==> src/rtl/frogger_game_fsm_if.sv <==
// Control/status bundle between the Frogger game-flow controller and the
// switch, detector, character, obstacle and display blocks.
interface frogger_game_fsm_if;
  logic       i_Start;
  logic       i_Pause;
  logic       i_Frame_Tick;
  logic       i_Has_Collided;
  logic       i_Reached_Goal;
  logic [2:0] o_State;
  logic       o_Game_Active;
  logic       o_Freeze;
  logic       o_Respawn;
  logic       o_Level_Up;
  logic [2:0] o_Lives;
  logic [3:0] o_Level;
  logic       o_Game_Over;

  // Environment side: drives requests and detector levels, observes controls.
  modport master (
    output i_Start, i_Pause, i_Frame_Tick, i_Has_Collided, i_Reached_Goal,
    input  o_State, o_Game_Active, o_Freeze, o_Respawn, o_Level_Up,
           o_Lives, o_Level, o_Game_Over
  );

  // Controller side.
  modport slave (
    input  i_Start, i_Pause, i_Frame_Tick, i_Has_Collided, i_Reached_Goal,
    output o_State, o_Game_Active, o_Freeze, o_Respawn, o_Level_Up,
           o_Lives, o_Level, o_Game_Over
  );
endinterface

==> src/rtl/frogger_game_fsm.sv <==
// Frogger game-flow controller: lives, levels, pause, timed death / level-up
// banners and a game-over hold, driving enable/freeze/respawn controls.
module frogger_game_fsm #(
  parameter int unsigned C_LIVES_INI    = 3,
  parameter int unsigned C_MAX_LEVEL    = 15,
  parameter int unsigned C_DEATH_FRAMES = 60,
  parameter int unsigned C_LEVEL_FRAMES = 30,
  parameter int unsigned C_OVER_FRAMES  = 120
) (
  input  logic                 i_Clk,
  input  logic                 i_Reset,
  frogger_game_fsm_if.slave    bus
);

  localparam int unsigned LIVES_W = 3;
  localparam int unsigned LEVEL_W = 4;
  localparam int unsigned CNT_W   = 8;

  typedef enum logic [2:0] {
    S_IDLE      = 3'd0,
    S_RUNNING   = 3'd1,
    S_PAUSED    = 3'd2,
    S_DYING     = 3'd3,
    S_LEVEL_UP  = 3'd4,
    S_GAME_OVER = 3'd5
  } state_e;

  state_e               state_q, state_d;
  logic [LIVES_W-1:0]   lives_q, lives_d;
  logic [LEVEL_W-1:0]   level_q, level_d;
  logic [CNT_W-1:0]     cnt_q, cnt_d;
  logic                 respawn_q, respawn_d;
  logic                 level_up_q, level_up_d;
  logic                 active_q, freeze_q, over_q;
  // Hold "input was low last cycle" so a level already high out of reset never fires.
  logic                 start_low_q, pause_low_q;
  logic                 start_edge, pause_edge;

  assign start_edge = bus.i_Start & start_low_q;
  assign pause_edge = bus.i_Pause & pause_low_q;

  // Next-state, counters and pulse generation.
  always_comb begin
    state_d    = state_q;
    lives_d    = lives_q;
    level_d    = level_q;
    cnt_d      = cnt_q;
    respawn_d  = 1'b0;
    level_up_d = 1'b0;
    case (state_q)
      S_IDLE: begin
        if (start_edge) begin
          state_d   = S_RUNNING;
          lives_d   = LIVES_W'(C_LIVES_INI);
          level_d   = LEVEL_W'(1);
          respawn_d = 1'b1;
        end
      end
      S_RUNNING: begin
        if (bus.i_Has_Collided) begin
          if (lives_q <= LIVES_W'(1)) begin
            lives_d = '0;
            state_d = S_GAME_OVER;
          end else begin
            lives_d = lives_q - LIVES_W'(1);
            state_d = S_DYING;
          end
        end else if (bus.i_Reached_Goal) begin
          if (level_q < LEVEL_W'(C_MAX_LEVEL)) level_d = level_q + LEVEL_W'(1);
          level_up_d = 1'b1;
          state_d    = S_LEVEL_UP;
        end else if (pause_edge) begin
          state_d = S_PAUSED;
        end
      end
      S_PAUSED: begin
        if (pause_edge) state_d = S_RUNNING;
      end
      S_DYING: begin
        if (cnt_q == CNT_W'(C_DEATH_FRAMES)) begin
          state_d   = S_RUNNING;
          respawn_d = 1'b1;
        end else if (bus.i_Frame_Tick) begin
          cnt_d = cnt_q + CNT_W'(1);
        end
      end
      S_LEVEL_UP: begin
        if (cnt_q == CNT_W'(C_LEVEL_FRAMES)) begin
          state_d   = S_RUNNING;
          respawn_d = 1'b1;
        end else if (bus.i_Frame_Tick) begin
          cnt_d = cnt_q + CNT_W'(1);
        end
      end
      S_GAME_OVER: begin
        if (start_edge && cnt_q == CNT_W'(C_OVER_FRAMES)) begin
          state_d   = S_RUNNING;
          lives_d   = LIVES_W'(C_LIVES_INI);
          level_d   = LEVEL_W'(1);
          respawn_d = 1'b1;
        end else if (bus.i_Frame_Tick && cnt_q < CNT_W'(C_OVER_FRAMES)) begin
          cnt_d = cnt_q + CNT_W'(1);
        end
      end
      default: state_d = S_IDLE;
    endcase
    if (state_d != state_q) cnt_d = '0;
  end

  always_ff @(posedge i_Clk or posedge i_Reset) begin
    if (i_Reset) begin
      state_q     <= S_IDLE;
      lives_q     <= LIVES_W'(C_LIVES_INI);
      level_q     <= LEVEL_W'(1);
      cnt_q       <= '0;
      respawn_q   <= 1'b0;
      level_up_q  <= 1'b0;
      active_q    <= 1'b0;
      freeze_q    <= 1'b0;
      over_q      <= 1'b0;
      start_low_q <= 1'b0;
      pause_low_q <= 1'b0;
    end else begin
      state_q     <= state_d;
      lives_q     <= lives_d;
      level_q     <= level_d;
      cnt_q       <= cnt_d;
      respawn_q   <= respawn_d;
      level_up_q  <= level_up_d;
      active_q    <= (state_d == S_RUNNING);
      freeze_q    <= (state_d == S_PAUSED) || (state_d == S_DYING) || (state_d == S_LEVEL_UP);
      over_q      <= (state_d == S_GAME_OVER);
      start_low_q <= ~bus.i_Start;
      pause_low_q <= ~bus.i_Pause;
    end
  end

  assign bus.o_State       = state_q;
  assign bus.o_Game_Active = active_q;
  assign bus.o_Freeze      = freeze_q;
  assign bus.o_Respawn     = respawn_q;
  assign bus.o_Level_Up    = level_up_q;
  assign bus.o_Lives       = lives_q;
  assign bus.o_Level       = level_q;
  assign bus.o_Game_Over   = over_q;

endmodule

==> src/flat_wrapper.sv <==
// flat-port wrapper written by rule: the top's interface ports become plain ports
module frogger_game_fsm_flat 
#(
  parameter int unsigned C_LIVES_INI    = 3,
  parameter int unsigned C_MAX_LEVEL    = 15,
  parameter int unsigned C_DEATH_FRAMES = 60,
  parameter int unsigned C_LEVEL_FRAMES = 30,
  parameter int unsigned C_OVER_FRAMES  = 120
)
  (i_Clk, i_Reset, bus_i_Start, bus_i_Pause, bus_i_Frame_Tick, bus_i_Has_Collided, bus_i_Reached_Goal, bus_o_State, bus_o_Game_Active, bus_o_Freeze, bus_o_Respawn, bus_o_Level_Up, bus_o_Lives, bus_o_Level, bus_o_Game_Over);
  frogger_game_fsm_if bus_i ();
  input  logic i_Clk;
  input  logic i_Reset;
  input wire logic [$bits(bus_i.i_Start)-1:0] bus_i_Start;
  input wire logic [$bits(bus_i.i_Pause)-1:0] bus_i_Pause;
  input wire logic [$bits(bus_i.i_Frame_Tick)-1:0] bus_i_Frame_Tick;
  input wire logic [$bits(bus_i.i_Has_Collided)-1:0] bus_i_Has_Collided;
  input wire logic [$bits(bus_i.i_Reached_Goal)-1:0] bus_i_Reached_Goal;
  output wire logic [$bits(bus_i.o_State)-1:0] bus_o_State;
  output wire logic [$bits(bus_i.o_Game_Active)-1:0] bus_o_Game_Active;
  output wire logic [$bits(bus_i.o_Freeze)-1:0] bus_o_Freeze;
  output wire logic [$bits(bus_i.o_Respawn)-1:0] bus_o_Respawn;
  output wire logic [$bits(bus_i.o_Level_Up)-1:0] bus_o_Level_Up;
  output wire logic [$bits(bus_i.o_Lives)-1:0] bus_o_Lives;
  output wire logic [$bits(bus_i.o_Level)-1:0] bus_o_Level;
  output wire logic [$bits(bus_i.o_Game_Over)-1:0] bus_o_Game_Over;
  assign bus_i.i_Start = bus_i_Start;
  assign bus_i.i_Pause = bus_i_Pause;
  assign bus_i.i_Frame_Tick = bus_i_Frame_Tick;
  assign bus_i.i_Has_Collided = bus_i_Has_Collided;
  assign bus_i.i_Reached_Goal = bus_i_Reached_Goal;
  assign bus_o_State = bus_i.o_State;
  assign bus_o_Game_Active = bus_i.o_Game_Active;
  assign bus_o_Freeze = bus_i.o_Freeze;
  assign bus_o_Respawn = bus_i.o_Respawn;
  assign bus_o_Level_Up = bus_i.o_Level_Up;
  assign bus_o_Lives = bus_i.o_Lives;
  assign bus_o_Level = bus_i.o_Level;
  assign bus_o_Game_Over = bus_i.o_Game_Over;
  frogger_game_fsm #(.C_LIVES_INI(C_LIVES_INI), .C_MAX_LEVEL(C_MAX_LEVEL), .C_DEATH_FRAMES(C_DEATH_FRAMES), .C_LEVEL_FRAMES(C_LEVEL_FRAMES), .C_OVER_FRAMES(C_OVER_FRAMES)) u_core (.i_Clk(i_Clk), .i_Reset(i_Reset), .bus(bus_i));
endmodule
==> config.mk <==
export PLATFORM = sky130hd
export DESIGN_NAME = frogger_game_fsm_flat
export DESIGN_NICKNAME = d
export VERILOG_FILES = /design/src/rtl/frogger_game_fsm_if.sv /design/src/rtl/frogger_game_fsm.sv /design/src/flat_wrapper.sv
export SDC_FILE = /design/constraint.sdc
export NUM_CORES = 1
export LEC_CHECK = 0
export BUFFER_PORTS_ARGS = -buffer_cell sky130_fd_sc_hd__clkbuf_2
export CORE_UTILIZATION = 50
export DETAILED_ROUTE_END_ITERATION = 7
export HOLD_SLACK_MARGIN = 0.03
export PLACE_DENSITY = 0.76
export SYNTH_ARGS = -nofsm -noshare
export SYNTH_HDL_FRONTEND = slang
export SYNTH_SLANG_ARGS = --single-unit
==> constraint.sdc <==
create_clock -name i_Clk -period 2.4 [get_ports i_Clk]
set_input_delay 0.36 -clock i_Clk [delete_from_list [all_inputs] [get_ports i_Clk]]
set_output_delay 0.36 -clock i_Clk [all_outputs]
set_load 0.05 [all_outputs]
==> flow_metrics.env <==
export IMPL_worst_endpoint_required_ns=2.64
export IMPL_cts_hold_buf=0
export IMPL_ys_async_sr_fraction_pct=100
export IMPL_synth_top_area_share_pct=37.7
export IMPL_clock_sinks=25
export IMPL_p_leak_nw=0.714
export IMPL_grt_pass1_wl_um=4770
export IMPL_drt_iter0_markers=37
export IMPL_grt_max_degree=26
export IMPL_critPathArrivalTime_ns=2.41
export IMPL_final_net_count=183
export IMPL_post_cts_resized=0
export IMPL_slew_headroom_pct=39.6
export IMPL_slew_viol_final=0
export IMPL_power_mw=1.64
export IMPL_synth_top_cell_by_area="dfrtp_1"
export IMPL_status="finished clean"
export IMPL_fin_skew_ns=0.0137
export IMPL_crit_type="reg2reg"
export IMPL_synthTopCellsByArea="dfrtp_1, o21ai_0, dfstp_2"
export IMPL_antenna_found_initial=0
export IMPL_finalWirelength_um=2950
export IMPL_avgSynthCellArea_um2=9.80
export IMPL_synth_warnings=0
export IMPL_routedWlPerCell_um=14.7
export IMPL_r2r_cells=5
export IMPL_syn_nets=162
export IMPL_setup_viol=0
export IMPL_fin_crit_sh_pct=90.1
export IMPL_power_density_nw_per_um2=1030
export IMPL_synth_seq_cells=25
export IMPL_htree_levels=1
export IMPL_boundaryPins=22
export IMPL_clk_pin_slew_ns=0.15
export IMPL_maxCapViolations=0
export IMPL_portBuffers=21
export IMPL_synth_edff_count=0
export IMPL_finalHoldViolations=0
export IMPL_synth_top_cells_by_count="dfrtp_1, o21ai_0, nor2_1"
export IMPL_dieArea_um2=3140
export IMPL_critPathMaxFanout=14
export IMPL_fmax_ghz=0.462
export IMPL_root_buffer="clkbuf_4"
export IMPL_drc_errors=0
export IMPL_antennaDiodeCount=0
export IMPL_globalRouteTotalUtil_pct=19.7
export IMPL_yosysMostFrequentCell="dfrtp_1"
export IMPL_dp_cells=196
export IMPL_drive_above_1_share_pct=21.3
export IMPL_cts_buffers=3
export IMPL_syn_to_final_growth_pct=8.48
export IMPL_firstDrtPassIters=4
export IMPL_placed_cell_area_um2=1560
export IMPL_rsz0062_at_grt="false"
export IMPL_setup_tns_ns=0
export IMPL_cts_setup_buffers=0
export IMPL_fp_row_count=19
export IMPL_globalplace_congestion=0.904
export IMPL_dp_hpwl_um=2210
export IMPL_core_area_um2=2760
export IMPL_stdcell_area_um2=1580
export IMPL_synthCells=149
export IMPL_worst_slew_pin_slew_ns=0.905
export IMPL_fin_cells=200
export IMPL_startpoint_type="register"
export IMPL_grt_overflow=0
export IMPL_fp_dieW_um=56.0
export IMPL_vias=1193
export IMPL_dieHeight_um=56.0
export IMPL_fin_crit_ns=2.16
export IMPL_ys_types=42
export IMPL_synth_area_um2=1460
export IMPL_via_per_inst=5.97
export IMPL_clkLatencyLatePin_ns=0.33
export IMPL_grt_pass1_vias=994
export IMPL_peakVddDrop_mv=0.707
export IMPL_cts_tree="yes"
export IMPL_yosysSeqAreaShare_pct=43.1
export IMPL_cp_end_kind="register"
export IMPL_cts_buffer_depth=2
export IMPL_ys_flop_type="dfrtp_1"
export IMPL_holdCritPathClass="in2async"
export IMPL_start_util_pct=52.9
export IMPL_ant_nets=0
[registers in the layout, indices dropped and copies added (netlist names), 3 cells and up]
| signal | flops |
|---|---|
| u_core.bus.o_Level | 4 |
| u_core.bus.o_Lives | 3 |
| u_core.bus.o_State | 3 |
| u_core.cnt_q | 8 |
[cell type report]
cell class                 count  area, µm²
tap                           31       38.8
inverter                       9       33.8
sequential                    25        629
fill                         252       1170
multi-input combinational    110        751
timing repair buffer          21        105
clock buffer                   4       26.3
[where the power goes]
group          internal, mW  total, mW  switching, mW
Sequential            0.548      0.700          0.152
Clock                0.0652      0.196          0.130
Combinational         0.249      0.740          0.491
Total                 0.862       1.64          0.773
[layout by cell type (no fill, tap or decap), types with 2 or more instances in the layout]
master	n
dfrtp_1	22
clkbuf_2	21
o21ai_0	16
nor2_1	13
a21oi_1	9
inv_1	9
nand2_1	8
ha_1	6
nand4_1	5
o31ai_1	4
a22o_1	3
nand3b_1	3
nor3_1	3
o2111ai_1	3
clkbuf_4	3
dfstp_2	3
nand2b_1	2
a31oi_1	2
and4_1	2
nor4_1	2
o21ba_2	2
nand3_1	2
or3_2	2
and2_1	2
and3_1	2
or4_1	2
xor2_1	2
mux2i_1	2
[layer usage]
metal / share of wire [%] / vias up / GRT usage (%)
li1: - / 592 / -
met1: 48 / 555 / 30.0
met2: 46 / 41 / 27.7
met3: 4.5 / 5 / 2.33
met4: 1.8 / 0 / 9.41
met5: 0 / - / 0
[final timing paths]
path | start | endpoint | slack, ns
setup / recovery | u_core.bus.o_State[1] | u_core.cnt_q[5] | 0.24
min in group i_Clk | bus_i_Pause | u_core.pause_low_q | 0.19
hold / removal | i_Reset | u_core.bus.o_Level[3] | 0.18
setup reg to reg | u_core.bus.o_State[1] | u_core.cnt_q[5] | 0.24
hold reg to reg | u_core.bus.o_Lives[2] | u_core.bus.o_Lives[2] | 0.52
max in group asynchronous | i_Reset | u_core.cnt_q[5] | 1.66
[through the flow]
stage               hold WS [ns]  worst slack [ns]  util [%]
CTS                        0.192             0.261      57.4
global placement           0.499             0.384      56.5
global route               0.178            0.0787      57.4
detailed placement         0.508             0.283      56.5
floorplan                  0.385             0.197         -
finish                     0.178             0.237      57.4
[cells by family after synthesis]
family                   synth area share [%]
AO/OA/AOI/OAI                            22.5
adder cells (fa/ha/maj)                  5.14
XOR/XNOR                                 1.80
AND/OR/NAND/NOR                          20.6
multiplexers                             1.37
buffers and inverters                    5.48
flip-flops                               43.1
[worst max-delay path, cell delays in order (launching register included)]
cell and delay, ns:
dfrtp_1 0.54, nand2b_1 0.28, o311ai_4 0.38, o211ai_4 0.19, or4_1 0.52, a21oi_1 0.16
(Power assumes the default switching activity.)
